### src/rtl/multicycle_ctrl.sv
// Moore control FSM for a multicycle MIPS datapath: sequences fetch/decode/execute/mem/writeback.
// Memory stalls in FETCH/MEMRD/MEMWR via mem_ready; unsupported encodings set a sticky illegal flag.
module multicycle_ctrl #(
  parameter logic [2:0] ALU_ADD = 3'b010,
  parameter logic [2:0] ALU_SUB = 3'b110
) (
  input  logic       clk,
  input  logic       reset_n,
  input  logic [5:0] op,
  input  logic [5:0] funct,
  input  logic       zero,
  input  logic       mem_ready,
  output logic       pcen,
  output logic       iord,
  output logic       memwrite,
  output logic       irwrite,
  output logic       regdst,
  output logic       memtoreg,
  output logic       regwrite,
  output logic       alusrca,
  output logic [1:0] alusrcb,
  output logic [1:0] pcsrc,
  output logic [2:0] alucontrol,
  output logic       retire,
  output logic       illegal,
  output logic [3:0] state
);

  localparam logic [3:0] S_FETCH  = 4'd0;
  localparam logic [3:0] S_DECODE = 4'd1;
  localparam logic [3:0] S_MEMADR = 4'd2;
  localparam logic [3:0] S_MEMRD  = 4'd3;
  localparam logic [3:0] S_MEMWB  = 4'd4;
  localparam logic [3:0] S_MEMWR  = 4'd5;
  localparam logic [3:0] S_RTEX   = 4'd6;
  localparam logic [3:0] S_RTWB   = 4'd7;
  localparam logic [3:0] S_BEQEX  = 4'd8;
  localparam logic [3:0] S_ADDIEX = 4'd9;
  localparam logic [3:0] S_ADDIWB = 4'd10;
  localparam logic [3:0] S_JEX    = 4'd11;

  localparam logic [5:0] OP_RTYPE = 6'b000000;
  localparam logic [5:0] OP_LW    = 6'b100011;
  localparam logic [5:0] OP_SW    = 6'b101011;
  localparam logic [5:0] OP_BEQ   = 6'b000100;
  localparam logic [5:0] OP_ADDI  = 6'b001000;
  localparam logic [5:0] OP_J     = 6'b000010;

  localparam logic [5:0] FN_ADD = 6'b100000;
  localparam logic [5:0] FN_SUB = 6'b100010;
  localparam logic [5:0] FN_AND = 6'b100100;
  localparam logic [5:0] FN_OR  = 6'b100101;
  localparam logic [5:0] FN_SLT = 6'b101010;

  logic [3:0] state_q, state_d;
  logic       illegal_q, illegal_d;
  logic       funct_ok;
  logic       op_ok;
  logic       dec_illegal;

  always_comb begin
    funct_ok = (funct == FN_ADD) || (funct == FN_SUB) || (funct == FN_AND) ||
               (funct == FN_OR)  || (funct == FN_SLT);
    op_ok    = (op == OP_LW) || (op == OP_SW) || (op == OP_BEQ) ||
               (op == OP_ADDI) || (op == OP_J) || ((op == OP_RTYPE) && funct_ok);
    dec_illegal = !op_ok;
  end

  always_ff @(posedge clk or negedge reset_n) begin
    if (!reset_n) begin
      state_q   <= S_FETCH;
      illegal_q <= 1'b0;
    end else begin
      state_q   <= state_d;
      illegal_q <= illegal_d;
    end
  end

  always_comb begin
    state_d   = state_q;
    illegal_d = illegal_q;
    case (state_q)
      S_FETCH:  if (mem_ready) state_d = S_DECODE;
      S_DECODE: begin
        if (dec_illegal) begin
          state_d   = S_FETCH;
          illegal_d = 1'b1;
        end else begin
          case (op)
            OP_LW, OP_SW: state_d = S_MEMADR;
            OP_RTYPE:     state_d = S_RTEX;
            OP_BEQ:       state_d = S_BEQEX;
            OP_ADDI:      state_d = S_ADDIEX;
            OP_J:         state_d = S_JEX;
            default:      state_d = S_FETCH;
          endcase
        end
      end
      S_MEMADR: state_d = (op == OP_LW) ? S_MEMRD : S_MEMWR;
      S_MEMRD:  if (mem_ready) state_d = S_MEMWB;
      S_MEMWR:  if (mem_ready) state_d = S_FETCH;
      S_RTEX:   state_d = S_RTWB;
      S_ADDIEX: state_d = S_ADDIWB;
      S_MEMWB, S_RTWB, S_BEQEX, S_ADDIWB, S_JEX: state_d = S_FETCH;
      default:  state_d = S_FETCH;
    endcase
  end

  always_comb begin
    pcen       = 1'b0;
    iord       = 1'b0;
    memwrite   = 1'b0;
    irwrite    = 1'b0;
    regdst     = 1'b0;
    memtoreg   = 1'b0;
    regwrite   = 1'b0;
    alusrca    = 1'b0;
    alusrcb    = 2'b00;
    pcsrc      = 2'b00;
    alucontrol = ALU_ADD;
    retire     = 1'b0;
    case (state_q)
      S_FETCH: begin
        alusrcb = 2'b01;
        irwrite = mem_ready;
        pcen    = mem_ready;
      end
      S_DECODE: begin
        alusrcb = 2'b11;
        retire  = dec_illegal;
      end
      S_MEMADR, S_ADDIEX: begin
        alusrca = 1'b1;
        alusrcb = 2'b10;
      end
      S_MEMRD: iord = 1'b1;
      S_MEMWB: begin
        memtoreg = 1'b1;
        regwrite = 1'b1;
        retire   = 1'b1;
      end
      S_MEMWR: begin
        iord     = 1'b1;
        memwrite = 1'b1;
        retire   = mem_ready;
      end
      S_RTEX: begin
        alusrca = 1'b1;
        case (funct)
          FN_SUB:  alucontrol = ALU_SUB;
          FN_AND:  alucontrol = 3'b000;
          FN_OR:   alucontrol = 3'b001;
          FN_SLT:  alucontrol = 3'b111;
          default: alucontrol = ALU_ADD;
        endcase
      end
      S_RTWB: begin
        regdst   = 1'b1;
        regwrite = 1'b1;
        retire   = 1'b1;
      end
      S_BEQEX: begin
        alusrca    = 1'b1;
        alucontrol = ALU_SUB;
        pcsrc      = 2'b01;
        pcen       = zero;
        retire     = 1'b1;
      end
      S_ADDIWB: begin
        regwrite = 1'b1;
        retire   = 1'b1;
      end
      S_JEX: begin
        pcsrc  = 2'b10;
        pcen   = 1'b1;
        retire = 1'b1;
      end
      default: ;
    endcase
  end

  assign illegal = illegal_q;
  assign state   = state_q;

endmodule

### config.mk
export PLATFORM = sky130hd
export DESIGN_NAME = multicycle_ctrl
export DESIGN_NICKNAME = d
export VERILOG_FILES = /design/src/rtl/multicycle_ctrl.sv
export SDC_FILE = /design/constraint.sdc
export NUM_CORES = 1
export LEC_CHECK = 0
export ABC_AREA = 1
export ABC_CLOCK_PERIOD_IN_PS = 1600
export BUFFER_PORTS_ARGS = -buffer_cell sky130_fd_sc_hd__buf_2
export CAP_MARGIN = 20
export CORE_ASPECT_RATIO = 0.9
export CORE_MARGIN = 1
export CORE_UTILIZATION = 40
export CTS_CLUSTER_SIZE = 30
export DETAILED_ROUTE_END_ITERATION = 10
export PLACE_DENSITY = 0.79
export RECOVER_POWER = 25
export SLEW_MARGIN = 15
export SYNTH_ARGS = -nofsm -noshare
export SYNTH_HDL_FRONTEND = slang
export SYNTH_SLANG_ARGS = --single-unit
### constraint.sdc
create_clock -name clk -period 1.6 [get_ports clk]
set_input_delay 0.24 -clock clk [delete_from_list [all_inputs] [get_ports clk]]
set_output_delay 0.24 -clock clk [all_outputs]
set_load 0.05 [all_outputs]
# ---- Yosys cells after proc, flatten, opt, wreduce, memory -nomap -nowiden
# Index checks and enable logic that the tools add are counted.
dict set report word_totals {
  register_bits 5
  input_bits 16
  output_inout_bits 21
  word_cells 68
}
dict set report classes {
  eq_ne 24
  n_mux 20
  bitwise_logic 1
  reduce_logical 21
}
# op n
set ops {}
lappend ops {{equality test 6 bit, second input constant} 7}
lappend ops {{case mux 4 bit (7 select lines)} 1}
lappend ops {{case mux 4 bit (5 select lines)} 1}
lappend ops {{equality test 4 x 3 -> 1 bit, second input constant} 4}
lappend ops {{equality test 4 bit, second input constant} 4}
lappend ops {{two-way mux 4 bit} 4}
lappend ops {{case mux 3 bit (4 select lines)} 1}
lappend ops {{logical OR 1 bit} 9}
lappend ops {{equality test 4 x 2 -> 1 bit, second input constant} 2}
lappend ops {{two-way mux 1 bit} 7}
lappend ops {{equality test 6 x 2 -> 1 bit, second input constant} 1}
lappend ops {{equality test 6 x 3 -> 1 bit, second input constant} 1}
lappend ops {{equality test 6 x 4 -> 1 bit, second input constant} 1}
lappend ops {{zero test 6 bit} 1}
lappend ops {{!= test 2 bit, second input constant} 3}
lappend ops {{case mux 1 bit (3 select lines)} 2}
lappend ops {{case mux 2 bit (3 select lines)} 1}
lappend ops {{case mux 3 bit (2 select lines)} 1}
lappend ops {{OR reduction 2 bit} 3}
lappend ops {{OR reduction 5 bit} 1}
lappend ops {{equality test 4 x 1 -> 1 bit, second input constant} 1}
lappend ops {{zero test 4 bit} 1}
lappend ops {{case mux 2 bit (2 select lines)} 1}
lappend ops {{OR reduction 4 bit} 1}
lappend ops {{7 further kinds} 7}

# ---- Longest topological paths before layout
# Gate-level depths: netlist of run 1.
dict set report logic_depth {
  word_depth 9
  mapped_depth 11
  depth_no_buf 11
}

# ---- Worst setup path after synthesis of run 1
# OpenSTA, ideal clock, no wires.
dict set report synth_timing {
  path_type {register to output}
  start {register state_q[2], in the netlist state[2]}
  end {output pcen}
  arrival_time_ps 2482
  t_required_ps 1360
  path_slack_ps -1122
  path_stages_with_launch 5
  n_path_buf 0
  cell_sequence {dfrtp_1 > inv_1 > nand2_4 > nor3_1 > a211o_1}
}
dict set report synth_via {
  elab_chain_cells 2
  elab_cells_between_ends 4
  cone_classes {eq/ne (2); mux (1); reduce/logical (1)}
}
# item line
set synth_rtl {}
lappend synth_rtl {{start, declared} 55} ;# logic [3:0] state_q, state_d;
lappend synth_rtl {{start signal, assigned} 74} ;# state_q <= state_d;
lappend synth_rtl {{equality test 4 bit or zero test 4 bit (tied branches)} 122} ;# case (state_q)
lappend synth_rtl {{case mux 1 bit (3 select lines) *} 122}
lappend synth_rtl {{end, declared} 13} ;# output logic pcen,
# Every way passes the cells marked *; elsewhere a longest branch is shown, timed or not.

# ---- Worst setup path after layout of run 1
dict set report layout_timing {
  start {input funct[2]}
  end {output retire}
}
dict set report layout_via {
  elab_chain_cells 9
  elab_cells_between_ends 13
  cone_classes {eq/ne (5); mux (1); reduce/logical (7)}
}
# item line
set layout_rtl {}
lappend layout_rtl {{start, declared} 10} ;# input logic [5:0] funct,
lappend layout_rtl {{equality test 6 bit} 62} ;# funct_ok = (funct == FN_ADD) || (funct == FN_SUB) || (funct == FN_AND) ||
lappend layout_rtl {{logical OR 1 bit (3 in a row)} 62}
lappend layout_rtl {{logical OR 1 bit *} 63} ;# (funct == FN_OR) || (funct == FN_SLT);
lappend layout_rtl {{logical AND 1 bit *} 65} ;# (op == OP_ADDI) || (op == OP_J) || ((op == OP_RTYPE) && funct_ok);
lappend layout_rtl {{logical OR 1 bit *} 65}
lappend layout_rtl {{zero test 1 bit *} 66} ;# dec_illegal = !op_ok;
lappend layout_rtl {{case mux 1 bit (3 select lines) *} 122}
lappend layout_rtl {{end, declared} 24} ;# output logic retire,
# Marks and branches as above.

==> run_results.csv, run 1 <==
group,metric,value,unit
outcome,status,"finished, violations left",
outcome,violations,"setup timing",
drt,vias_per_cell,5.48,
worst_setup_path,crit_type,"in2out",
finish,multi_input_area,618,um2
global_routing,track_usage,0.284,
clocking,cts.sinks,5,
placement,io_buffers,36,
global_routing,grt_max_degree,9,
timing,finalCriticalPeriod,1.84,ns
logic_synthesis,synth_enable_flop_cells,0,
drt,wirelength,3460,um
drt,dr.first_iter.drc_count,77,
worst_setup_path,required,1.36,ns
worst_setup_path,cp_max_fo,3,
placement,place_area,0.00110,mm2
clocking,cts_buffer_depth,2,
clocking,cts-root-buf,"clkbuf_4",
global_routing,grt_antenna_before_repair,0,
timing,post-route-period-util,1.15,
timing,worstMarginPinSlew,0.406,ns
finish,fin_nets,203,
logic_synthesis,async_reset_ff_frac,1.00,
timing,setup_viol,11,
global_routing,grt_remaining_overflow,0,
pwr,p_leak,0.000737,uW
floorplanning,start_util,0.454,
finish,area_growth,96.4,%
timing,rsz0062_at_grt,"true",
drt,first_pass_iters,4,
floorplanning,coreArea,0.00153,mm2
worst_setup_path,worstSetupEndpointType,"primary output",
clocking,clk_pin_slew,0.04,ns
finish,final.fill_count,77,
floorplanning,dieArea,0.00191,mm2
timing,slew_headroom,0.727,
timing,slew_viol_final,0,
logic_synthesis,seq_area_frac_synth,0.180,
finish,antenna_cells,0,
logic_synthesis,syn-num-nets,140,
global_routing,grt_pass1_wl,4090,um
timing,timing.final.ws_setup,-0.244,ns
floorplanning,fp.dieW,45.9,um
finish,final_area,0.00136,mm2
hold_path,hp-class,"in2reg",
logic_synthesis,synth_ff_type,"dfrtp_1",
clocking,cts_tree,"yes",
drt,vias,1140,
clocking,cts-buffers-inserted,3,
logic_synthesis,synth_area,694,um2
logic_synthesis,ys_warn_count,0,
global_routing,grt_pass1_vias,976,
pwr,power,1670,uW
timing,timing.fmax,542,MHz
timing,finalClockSkew,0.000176,ns
finish,register_area,130,um2
drt,route.detailed.drc,0,
finish,drive_gt1_frac,0.570,
timing,hold_viol,0,
clocking,worstSkewPairLatency,0.23,ns
finish,final_util,0.892,
logic_synthesis,yosys.cell_types.count,25,
pwr,irDropWorstVdd,1090,uV
floorplanning,die_h,41.5,um
logic_synthesis,syn-mean-instance-area,5.60,um2
logic_synthesis,netlist_instances,124,
pwr,powerDensity,1220,mW/mm2
placement,dp_hpwl,1710,um
flow_run,maxCapViolations,0,
clocking,cts_max_level,1,
placement,place_congestion,0.876,
logic_synthesis,synth-seq-cells,5,
drt,drtAntennaViolNets,0,
floorplanning,row_count,13,
worst_setup_path,start_kind,"primary input",
drt,wl_per_cell,16.6,um
floorplanning,pin_count,37,
worst_setup_path,critPathArrivalTime,1.60,ns
==> critical path, cell delays in order <==
cell and delay, ns:
buf_2 0.13, inv_1 0.11, nor2_1 0.08, nand3_1 0.13, nand2_1 0.11, nor2_2 0.16
nand2_1 0.11, nand2_1 0.11, nand3_1 0.12, nand3b_1 0.14, buf_6 0.16
==> metal layers <==
metal / part of all wire / up-vias / track usage
li1: - / 516 / -
met1: 0.38 / 529 / 0.350
met2: 0.49 / 83 / 0.499
met3: 0.086 / 12 / 0.0391
met4: 0.036 / 0 / 0.0765
met5: 0 / - / 0
==> power by group <==
group / internal (uW) / leakage [uW] / total, uW / switching, uW
combinational: 467 / 0.000666 / 1340 / 878
clock: 94.0 / 0.0000150 / 142 / 47.6
sequential: 153 / 0.0000563 / 181 / 28.3
==> state kept, by name, summed over array words and instances, names as in the netlist <==
signal	cells
state	4
illegal	1
==> cell usage after synthesis (2+ instances only) <==
master,n,area share
o21ai_1,4,0.029
inv_2,5,0.027
nor2_2,4,0.036
inv_1,19,0.10
o21ai_0,4,0.029
nand2_4,2,0.032
nand2_1,27,0.15
a21oi_1,3,0.022
nand3b_1,2,0.022
nor2_1,25,0.14
nor2_4,2,0.032
nand3_1,10,0.072
dfrtp_1,5,0.18
==> stage by stage <==
step	setup slack (ns)	hold slack (ns)	TNS, ns	cells
detailed placement	0.000901	0.0564	0	194
finish	-0.244	0.419	-1.02	208
global route	-0.244	0.437	-1.37	208
floorplan	-0.252	-0.0556	-0.655	124
CTS	-0.103	0.360	-0.460	204
global placement	0.0309	0.0542	0	194
==> layout by cell type (no fill, tap or decap), types with 4 or more instances in the layout <==
cell type	Yosys	final
dfrtp_2	0	4
buf_6	0	11
buf_2	0	22
nand2_1	27	23
inv_1	19	16
buf_4	0	20
nor2_1	25	15
inv_2	5	5
nand3_1	10	10
nor2_2	4	8
nor2_4	2	8
==> logic make-up after synthesis <==
logic type	count (synthesis)	synth area share
simple gates	77	0.539
buf+inv	27	0.157
flops	5	0.180
compound gates	15	0.124
==> timing repair <==
item	CTS	global route
setup endpoints to repair	11	12
endpoints found under the hold margin	5	0
gates resized for setup	28	19
hold buffers	1	0
buffers inserted	5	4
pin swaps	4	5
==> area by class of cell <==
type / instances / area share
sequential: 5 / 0.0954
inverter: 27 / 0.0872
clock buffer: 4 / 0.0193
timing repair buffer: 58 / 0.325
multi-input combinational: 92 / 0.453
tap: 22 / 0.0202
==> path summary, 6_finish.rpt <==
kind	start	end	slack (ns)	depth (start not counted)
worst max-delay path	funct[2]	retire	-0.24	11
worst min-delay path	mem_ready	state[2]	0.42	4
worst max register to register	state[0]	state[0]	0.01	9
worst min register to register	illegal	illegal	0.48	2
max in group asynchronous	reset_n	state[2]	0.92	2
min in group asynchronous	reset_n	illegal	0.44	2
Note: power is estimated with default switching activity, not from simulation.
==> run 2, diff against run 1 <==
--- a/config.mk
+++ b/config.mk
@@ -6,7 +6,7 @@
 export NUM_CORES = 1
 export LEC_CHECK = 0
 export ABC_AREA = 1
-export ABC_CLOCK_PERIOD_IN_PS = 1600
+export ABC_CLOCK_PERIOD_IN_PS = 2100
 export BUFFER_PORTS_ARGS = -buffer_cell sky130_fd_sc_hd__buf_2
 export CAP_MARGIN = 20
 export CORE_ASPECT_RATIO = 0.9
==> constraint.sdc (replaced) <==
create_clock -name clk -period 2.1 [get_ports clk]
set_input_delay 0.315 -clock clk [delete_from_list [all_inputs] [get_ports clk]]
set_output_delay 0.315 -clock clk [all_outputs]
set_load 0.05 [all_outputs]
==> run_results.csv, run 2 (same netlist as run 1, synthesis figures left out) <==
group,metric,value,unit
drt,route.detailed.drc,0,
worst_setup_path,start_kind,"register",
clocking,cts_buffer_depth,2,
pwr,irDropWorstVdd,546,uV
placement,dp_cells,182,
timing,timing.fmax,513,MHz
finish,antenna_cells,0,
finish,register_area,125,um2
floorplanning,start_util,0.454,
finish,multi_input_area,492,um2
floorplanning,row_count,13,
clocking,postCtsSetupBuffers,0,
worst_setup_path,critPathArrivalTime,1.63,ns
timing,finalCriticalPeriod,1.95,ns
clocking,cts-buffers-inserted,3,
worst_setup_path,worstSetupEndpointType,"primary output",
finish,stdcell_count,187,
clocking,cts_tree,"yes",
clocking,worstSkewPairLatency,0.24,ns
worst_setup_path,r2r_cells,7,
placement,place_congestion,0.823,
floorplanning,fp.dieW,45.9,um
floorplanning,pin_count,37,
drt,drtAntennaViolNets,0,
worst_setup_path,rrSetupSlack,0.78,ns
outcome,status,"completed",
clocking,clk_pin_slew,0.05,ns
finish,area_growth,39.3,%
drt,dr.first_iter.drc_count,6,
drt,vias,860,
drt,first_pass_iters,4,
timing,rsz0062_at_grt,"false",
placement,dp_hpwl,1540,um
drt,wirelength,1800,um
clocking,cts_max_level,1,
floorplanning,die_h,41.5,um
worst_setup_path,r2r_end,"state[0]",
finish,fin_nets,182,
timing,finalClockSkew,0.00291,ns
hold_path,hp-class,"in2reg",
global_routing,grt_pass1_vias,802,
global_routing,grt_remaining_overflow,0,
timing,post-route-period-util,0.928,
finish,final_area,967,um2
placement,io_buffers,36,
floorplanning,coreArea,0.00153,mm2
clocking,cts_resized,0,
worst_setup_path,cp_max_fo,6,
timing,slew_headroom,0.609,
flow_run,maxCapViolations,0,
finish,largest_reg_flops,4,
worst_setup_path,crit_type,"reg2out",
drt,vias_per_cell,4.60,
pwr,power,906,uW
pwr,powerDensity,936,mW/mm2
worst_setup_path,required,1.78,ns
timing,hold_viol,0,
floorplanning,dieArea,0.00191,mm2
clocking,cts-root-buf,"clkbuf_4",
finish,drive_gt1_frac,0.382,
global_routing,grt_max_degree,9,
finish,final_util,0.633,
pwr,p_leak,0.000595,uW
placement,place_area,933,um2
finish,final_common_cell,"buf_2",
global_routing,grt_antenna_before_repair,0,
drt,wl_per_cell,9.64,um
worst_setup_path,startpoint,"state[1]",
worst_setup_path,crit_end,"alusrca",
timing,setup_tns,0,ns
timing,slew_viol_final,0,
global_routing,grt_pass1_wl,3060,um
clocking,cts.sinks,5,
timing,worstMarginPinSlew,0.589,ns
worst_setup_path,r2r-start,"state[1]",
timing,setup_viol,0,
finish,final.fill_count,158,
global_routing,track_usage,0.207,
finish,most-common-layout-cells,"buf_2 (34), nand2_1 (27), nor2_1 (21), inv_1 (19), nand3_1 (10)",
## run 2: cell count changes in the layout (fill, tap and decap cells not counted), sizes merged
cell    delta
buf       -22
clkbuf     +1
clkinv     -1
inv        +1
## run 2: where the power goes
| part | leakage, uW | switching, uW | internal, uW |
|---|---|---|---|
| Clock | 0.0000150 | 40.8 | 71.9 |
| Sequential | 0.0000622 | 25.6 | 113 |
| Combinational | 0.000517 | 497 | 157 |
## run 2: layout make-up
class,count,share of cell area
Multi-Input combinational cell,92,0.508
Timing Repair Buffer,37,0.194
Sequential cell,5,0.129
Inverter,27,0.113
Tap cell,22,0.0285
Clock buffer,4,0.0272
## run 2: metal layers
layer,share of wire,track usage,up-vias
met5,0,0,-
met4,0,0.0353,0
met3,0.037,0.0391,0
met2,0.47,0.344,23
met1,0.49,0.274,369
li1,-,-,468
## run 2: critical path: stages, from the launching register on
cell	delay, ns
dfrtp_1	0.50
nand2_1	0.19
nor2_2	0.15
inv_2	0.08
o21ai_1	0.10
nor2_1	0.06
nand2_1	0.06
buf_2	0.25
## run 2: worst min-delay path by stage
stage | startpoint | endpoint | slack [ns] | cells after the start
2_1_floorplan | reset_n | illegal | 0.02 | 0
3_3_place_gp | reset_n | state[3] | 0.13 | 1
6_report | mem_ready | state[2] | 0.42 | 4
3_5_place_dp | reset_n | state[3] | 0.13 | 1
4_1_cts | reset_n | state[0] | 0.41 | 2
5_1_grt | mem_ready | state[2] | 0.42 | 4
## run 2: per-stage QoR
stage | setup WS [ns] | hold slack, ns
after floorplan | -0.228 | 0.0194
after global placement | 0.330 | 0.130
after detailed placement | 0.309 | 0.133
after CTS | 0.138 | 0.412
after global routing | 0.0394 | 0.423
final | 0.152 | 0.423
## run 2: what timing repair did
| action | 4_1_cts | 5_1_grt |
|---|---|---|
| hold buffers | 1 | 0 |
| setup endpoints to repair | 0 | 0 |
| hold endpoints to repair | 5 | 0 |
